===== src/rtl/uart_tx.sv =====
// UART transmitter: one 8-bit character per request, sent as a start/data/parity/stop frame.
// Ports: clk, rst (async active-low), send/din request and character in; busy, done, tx_out registered out.
// Latency: tx_out falls on the acceptance edge. Each of the 11 bits lasts BAUD_CLOCK_CYCLES; send is ignored while busy.
module uart_tx #(
  parameter int CLK_FREQUENCY = 100_000_000,
  parameter int BAUD_RATE     = 19_200,
  parameter int PARITY        = 1
) (
  input  logic       clk,
  input  logic       rst,
  input  logic       send,
  input  logic [7:0] din,
  output logic       busy,
  output logic       done,
  output logic       tx_out
);

  localparam int BAUD_CLOCK_CYCLES = CLK_FREQUENCY / BAUD_RATE;
  localparam int CNT_W = (BAUD_CLOCK_CYCLES < 2) ? 1 : $clog2(BAUD_CLOCK_CYCLES);
  localparam logic [CNT_W-1:0] BAUD_LAST = CNT_W'(BAUD_CLOCK_CYCLES - 1);
  localparam logic PAR_SENSE = 1'(PARITY);

  if (BAUD_CLOCK_CYCLES < 2) begin : g_bad_baud
    $error("uart_tx: BAUD_CLOCK_CYCLES must be at least 2");
  end
  if (PARITY != 0 && PARITY != 1) begin : g_bad_parity
    $error("uart_tx: PARITY must be 0 or 1");
  end

  typedef enum logic [2:0] {IDLE, START, DATA, PAR, STOP} state_t;

  state_t           state_q, state_n;
  logic [CNT_W-1:0] baud_q, baud_n;
  logic [2:0]       idx_q, idx_n;
  logic [7:0]       shift_q, shift_n;
  logic             par_q, par_n;
  logic             tx_q, tx_n;
  logic             busy_q, busy_n;
  logic             done_q, done_n;
  logic             term;

  always_ff @(posedge clk or negedge rst) begin
    if (!rst) begin
      state_q <= IDLE;
      baud_q  <= '0;
      idx_q   <= '0;
      shift_q <= '0;
      par_q   <= 1'b0;
      tx_q    <= 1'b1;
      busy_q  <= 1'b0;
      done_q  <= 1'b0;
    end else begin
      state_q <= state_n;
      baud_q  <= baud_n;
      idx_q   <= idx_n;
      shift_q <= shift_n;
      par_q   <= par_n;
      tx_q    <= tx_n;
      busy_q  <= busy_n;
      done_q  <= done_n;
    end
  end

  // The next line level is computed one edge ahead so tx_out stays a plain flop.
  // The shift register always has the next data bit in bit 0.
  always_comb begin
    state_n = state_q;
    baud_n  = baud_q;
    idx_n   = idx_q;
    shift_n = shift_q;
    par_n   = par_q;
    tx_n    = tx_q;
    busy_n  = busy_q;
    done_n  = 1'b0;
    term    = (baud_q == BAUD_LAST);

    if (state_q != IDLE) begin
      baud_n = term ? '0 : baud_q + CNT_W'(1);
    end

    case (state_q)
      IDLE: begin
        tx_n   = 1'b1;
        busy_n = 1'b0;
        baud_n = '0;
        if (send) begin
          shift_n = din;
          par_n   = (^din) ^ PAR_SENSE;
          idx_n   = '0;
          state_n = START;
          tx_n    = 1'b0;
          busy_n  = 1'b1;
        end
      end
      START: begin
        if (term) begin
          state_n = DATA;
          idx_n   = '0;
          tx_n    = shift_q[0];
          shift_n = shift_q >> 1;
        end
      end
      DATA: begin
        if (term) begin
          idx_n = idx_q + 3'd1;
          if (idx_q == 3'd7) begin
            state_n = PAR;
            tx_n    = par_q;
          end else begin
            tx_n    = shift_q[0];
            shift_n = shift_q >> 1;
          end
        end
      end
      PAR: begin
        if (term) begin
          state_n = STOP;
          tx_n    = 1'b1;
        end
      end
      STOP: begin
        if (term) begin
          state_n = IDLE;
          tx_n    = 1'b1;
          busy_n  = 1'b0;
          done_n  = 1'b1;
        end
      end
      default: begin
        state_n = IDLE;
        tx_n    = 1'b1;
        busy_n  = 1'b0;
      end
    endcase
  end

  assign tx_out = tx_q;
  assign busy   = busy_q;
  assign done   = done_q;

endmodule


===== config.mk =====
export PLATFORM = sky130hd
export DESIGN_NAME = uart_tx
export DESIGN_NICKNAME = d
export VERILOG_FILES = /design/src/rtl/uart_tx.sv
export SDC_FILE = /design/constraint.sdc
export NUM_CORES = 1
export LEC_CHECK = 0
export CORE_ASPECT_RATIO = 0.5
export CORE_MARGIN = 10
export CORE_UTILIZATION = 40
export DETAILED_ROUTE_END_ITERATION = 8
export GPL_TIMING_DRIVEN = 1
export PLACE_DENSITY = 0.68
export RECOVER_POWER = 50
export REMOVE_ABC_BUFFERS = 1
export SYNTH_ARGS = -nofsm -noshare
export SYNTH_HDL_FRONTEND = slang
export SYNTH_SLANG_ARGS = --single-unit

===== constraint.sdc =====
create_clock -name clk -period 4.3 [get_ports clk]
set_input_delay 0.43 -clock clk [delete_from_list [all_inputs] [get_ports clk]]
set_output_delay 0.43 -clock clk [all_outputs]
set_load 0.005 [all_outputs]

# After elaboration in Yosys (flattened, before gate mapping)
# Index checks and enable logic that the tools add are counted.
totals:
  regBits: 31
  latch_bits: 0
  ram_bits: 0
  mem_bits_ro: 0
  input_bits: 11
  out_inout_bits: 3
  word_cells: 68
  memories: 0
op_classes:
  add_sub_neg: 2
  n_mul: 0
  div: 0
  n_lt_le_gt_ge: 0
  eq_ne: 14
  shift: 0
  muxes: 29
  n_bitwise: 2
  n_reduce_logical: 13
op_table:
  columns: ["op", "count"]
  rows:
  - ["$mux W13", 3]
  - ["$mux W8", 4]
  - ["$mux W3", 8]
  - ["$pmux W8 S3", 1]
  - ["$pmux W3 S5", 1]
  - ["$ne A2 B2 Y1 const B", 7]
  - ["$add A13 B1 Y13 const B", 1]
  - ["$eq A13 B13 Y1 const B", 1]
  - ["$mux W1", 9]
  - ["$pmux W3 S3", 1]
  - ["$reduce_xor A8 Y1", 1]
  - ["$eq A3 B2 Y1 const B", 2]
  - ["$eq A3 B3 Y1 const B", 2]
  - ["$reduce_and A6 Y1", 1]
  - ["$reduce_bool A3 Y1", 2]
  - ["$reduce_and A5 Y1", 1]
  - ["$pmux W1 S4", 1]
  - ["$reduce_and A2 Y1", 2]
  - ["$reduce_and A4 Y1", 1]
  - ["$add A3 B1 Y3 const B", 1]
  - ["$eq A3 B1 Y1 const B", 1]
  - ["$logic_not A3 Y1", 1]
  - ["$pmux W1 S3", 1]
  - ["$reduce_and A3 Y1", 1]
  - ["other kinds (5)", 6]

# Logic depth before layout (Yosys ltp)
depth:
  depth_word: 4
  depth_mapped: 7
  ltp_nobuf: 6

# Worst setup path before layout
# No wires, ideal clock.
synth_path:
  path_type: "register to register"
  from: "register baud_q[0]"
  to: "register shift_q[0]"
  setup_ps: 125
  arrival_time_ps: 1827
  t_required_ps: 4175
  slack_ps: 2348
  path_stages_with_launch: 7
  n_path_buf: 1
  period_less_slack_ps: 1952
  cell_sequence: "dfrtp_1 ha_1 buf_4 nor4b_4 nand3_4 a221oi_4 mux2_2"
synth_via:
  elab_chain_len: 3
  word_cells_on_any_way: 4
  classes_between: "3 x eq/ne; 1 x reduce/logical"
synth_rtl:
  columns: ["item", "line_no", "text"]
  rows:
  - ["start, declared", "33", "logic [CNT_W-1:0] baud_q, baud_n;"]
  - ["start signal, assigned", "54", "baud_q <= baud_n;"]
  - ["$eq A13 B13 Y1 (*)", "75", "term = (baud_q == BAUD_LAST);"]
  - ["$ne A2 B2 Y1 (no line)", null, null]
  - ["$reduce_and A5 Y1 (no line) (*)", null, null]
  - ["end signal, assigned", "56", "shift_q <= shift_n;"]
  - ["end, declared", "35", "logic [7:0] shift_q, shift_n;"]
# Every way passes the cells marked *; elsewhere a longest branch is shown, timed or not.
# A chain may end at the register's enable or synchronous reset.

# Worst setup path in the final report
# Same ends and word-level chain as after synthesis.

==> impl_summary.md <==
Route
The count of vias placed by the detailed router is 1134. The count of nets left with antenna violations once routing finished came out at 0. Summed over all nets, wire length on met2 after detailed routing comes to 1389 um. After detailed routing, the number of vias per cell comes to 5.108. The number of DRC markers in iteration 0 is 34. The detailed router used layers up to and including met4. In the final routed layout, each cell accounts on average for 13.27 um. The number of design rule violations left after detail routing is 0. Summed over all nets, wire length on met3 after detailed routing comes to 81 um. For this block, the routed nets add up to 2946 um of wire.

The total iterations of the first detailed-routing run is 4. The detailed router put a total of 1408 um of wire on met1.

Setup path
Data arrives at the worst endpoint at 2350 ps. Traced cell by cell, the critical path runs through ha_1 > nor4b_4 > nand3_4 > a221oi_4 > mux2_2. The worst reg2reg path depth is 5. In this run the critical register-to-register path is captured at shift_q[0]. The highest cell delay on the worst timing path is 540 ps. STA puts the critical path data required time at 4470 ps.

The maximum fanout encountered on the critical timing path is 8. The reg-to-reg setup timing slack is 2120 ps. STA classifies the critical path endpoint as a register. By startpoint and endpoint, the worst setup path is classified as register to register. STA classifies the critical path startpoint as a register. On the critical path, the stage with the largest delay is an instance of sky130_fd_sc_hd__a221oi_4. The startpoint identified for the worst register-to-register timing path is baud_q[0].

Global routing
The pin count of the biggest net entering global routing is 32. The total overflow reported by the global router is 0. The initial antenna violation count is 0. The number of global-route vias before repair is 1159. Global routing used 8.627% of the available tracks. The first global-routing pass estimated 5195 um of wire.

Synth
In the post-synthesis netlist, the biggest area contributors are sky130_fd_sc_hd__dfrtp_1 45%, sky130_fd_sc_hd__mux2_2 11%, sky130_fd_sc_hd__xor2_1 5.7%. The synthesized design contains 0 enable-type register cells. The number of warnings printed during yosys synthesis is 0.

By instance count, the leading cell after synthesis is sky130_fd_sc_hd__dfrtp_1. After synthesis, the most frequently instantiated cells are 30 x sky130_fd_sc_hd__dfrtp_1, 17 x sky130_fd_sc_hd__mux2_2, 16 x sky130_fd_sc_hd__nor2_1, 11 x sky130_fd_sc_hd__xor2_1, 9 x sky130_fd_sc_hd__xnor2_1. The post-synthesis instance area is 1680 sq um. The number of distinct library cells after synthesis is 38.

The cell accounting for the most synthesized area is sky130_fd_sc_hd__dfrtp_1. Synthesis inferred 31 register bits. The cell count after synthesis came out at 153. Of the synthesized area, sequential elements account for 46.24%. The share of Yosys cell area claimed by the top area cell type is 44.68%.

After synthesis, the share of flip-flops with an asynchronous set or reset is 100.0%. A synthesized cell averages 10.98 sq um. The dominant register cell in the synthesized netlist is sky130_fd_sc_hd__dfrtp_1.

Power and ir drop
The power density normalized to cell area is 391.2 nW/um^2. The switching share of power is 28.23%. Of the total power, combinational logic draws 17.9%. The sequential fraction of design power is 52.1%. The analysis attributes to net switching a power of 0.2145 mW. The static power due to leakage is 0.8352 nW.

The internal power of the cells totals 0.5455 mW. The clock network accounts for 30.0% of the total power. The worst-case vdd ir drop is 0.1560 mV.

CTS
The clock transition at the registers of the reported paths is 60 ps. Counting along the longest clock path gives a buffer depth of 2. The clock root buffer master is sky130_fd_sc_hd__clkbuf_8. The number of clock sinks is 31. The total clock buffers created by CTS is 5. The H-tree level count is 2.

Buffers added to address setup during post-CTS repair amount to 0. The post-cts sizing count is 0. The insertion delay of the later-clocked pin in the worst-skew pair is 280 ps.

TritonCTS built the clock tree. For this design, the CTS-stage hold fixing added 0 buffers.

Finish
Counting the fill cells in the layout gives 386. The repair_antennas step left the layout with diodes totalling 0. After the last flow step, the layout net total stands at 182. Across the whole layout, storage elements account for 777.0 sq um. Of the cells placed in the final design, the portion with a size suffix greater than 1 is 19.64%. The layout overhead on the synthesized area is 15.64%. Measured on the finished design, the core utilization comes to 48.78%. In the final layout, the multi-input gates occupy 847.1 sq um.

Timing
The count of final hold-check violations is 0. The actual transition at the worst max-transition pin is 1681 ps. For the final routed database, the setup TNS stands at 0 ps. The achievable frequency is 0.4583 GHz. The count of endpoints failing setup in the final report is 0. The minimum clock period after layout is 2182 ps. The post-route fraction of the period consumed by the critical path is 50.74%.

Measured against its own limit, the worst slew margin works out to -12.06%. For the final database, setup skew stands at 4.156 ps. Setup repair after global routing left no endpoint under its margin. The number of max-slew violations in the final report is 32.

Min path
The worst hold path startpoint is baud_q[0]. For hold timing, the worst endpoint is baud_q[0]. Counting instances, the worst hold path has a depth of 1. The worst min-delay path category is register to register.

Die
In this run the standard cell core region covers 3984 sq um. The die covers 7351 sq um. The die is 111.7 um wide.

In this run the core area contains 16 standard-cell rows. 14 I/O pins were placed. The y dimension of the die is 65.83 um. The starting density of the core is 42.18%.

Placement
The weighted congestion at the end of routability-driven global placement is 0.7732. Port buffering added 13 buffers. Detailed placement finished with a half-perimeter wire length of 2103 um.

Run status
The final reports fail on max-capacitance violations, max-slew violations. The flow ran to the end, but the final reports show violations.

Run
Max-cap violations in this run came to 1.
## cells by family (layout without fill, tap and decap cells)
| kind of cell | Yosys count | in the layout | synth area share [%] |
|---|---|---|---|
| simple gates | 53 | 53 | 18.69 |
| xor+xnor | 20 | 20 | 10.42 |
| fa+ha+maj | 3 | 3 | 2.234 |
| flops | 31 | 31 | 46.24 |
| compound gates | 13 | 13 | 5.883 |
| mux | 20 | 20 | 13.18 |
| buf+inv | 13 | 28 | 3.350 |
## state kept, by name, summed over array words and instances, names as in the netlist
register  cells
tx_out        1
shift_q       8
state_q       3
par_q         1
idx_q         3
baud_q       13
busy          1
done          1
## how the worst max path moves through the flow
stage	start	endpoint	depth (start not counted)
detailed placement	baud_q[0]	shift_q[0]	5
global placement	baud_q[0]	shift_q[2]	5
CTS	baud_q[0]	shift_q[0]	5
finish	baud_q[0]	shift_q[0]	5
floorplan	baud_q[0]	shift_q[0]	5
global route	rst	baud_q[4]	2
## power by group through the flow
stage	clock (mW)	sequential, mW	combinational [mW]
finish	0.228	0.396	0.136
global route	0.251	0.405	0.154
CTS	0.237	0.395	0.140
detailed placement	0	0.400	0.140
global placement	0	0.397	0.137
floorplan	0	0.387	0.102
## layout make-up
cell class | instances | area share (%)
Tap cell | 54 | 3.477
Clock inverter | 1 | 0.2576
Inverter | 6 | 1.159
Sequential cell | 31 | 39.99
Multi-Input combinational cell | 109 | 43.59
Clock buffer | 6 | 4.250
Timing Repair Buffer | 15 | 7.276
## routing by layer
metal	track usage [%]	up-vias
li1	-	558
met1	10.29	554
met2	13.73	14
met3	2.717	8
met4	4.777	0
met5	0	-
## worst max-delay path: cells and delay by family, from the launching register on
kind,cells,cell delay [ps]
mux,1,390
compound gates,1,540
fa+ha+maj,1,290
flops,1,360
simple gates,2,480
## metrics by stage
step	area [sq um]	worst slack (ps)	instances	power, mW	hold slack [ps]
2_1_floorplan	1647	2320	146	0.4890	134.4
3_3_place_gp	1859	2137	215	0.5339	433.5
3_5_place_dp	1859	2109	215	0.5392	451.4
4_1_cts	1947	2099	222	0.7719	457.6
5_1_grt	1943	1888	222	0.8096	469.0
6_report	1943	2118	222	0.7601	453.7
## layout by cell type (no fill, tap or decap), drive strengths merged, types with 2 or more instances in the layout
master / Yosys / layout
a21oi: 5 / 5
xnor2: 9 / 9
nand3: 6 / 6
inv: 6 / 6
and2: 2 / 2
ha: 3 / 3
and4: 2 / 2
dfrtp: 30 / 30
xor2: 11 / 11
clkbuf: 5 / 7
nor3: 2 / 2
nand2: 8 / 8
nand4: 5 / 5
nor2: 16 / 16
o21ai: 4 / 4
mux2: 17 / 17
dlygate4sd3: 0 / 2
clkdlybuf4s50: 0 / 11
mux2i: 3 / 3
nand2b: 3 / 3
Power figures use the tool's default switching activity.
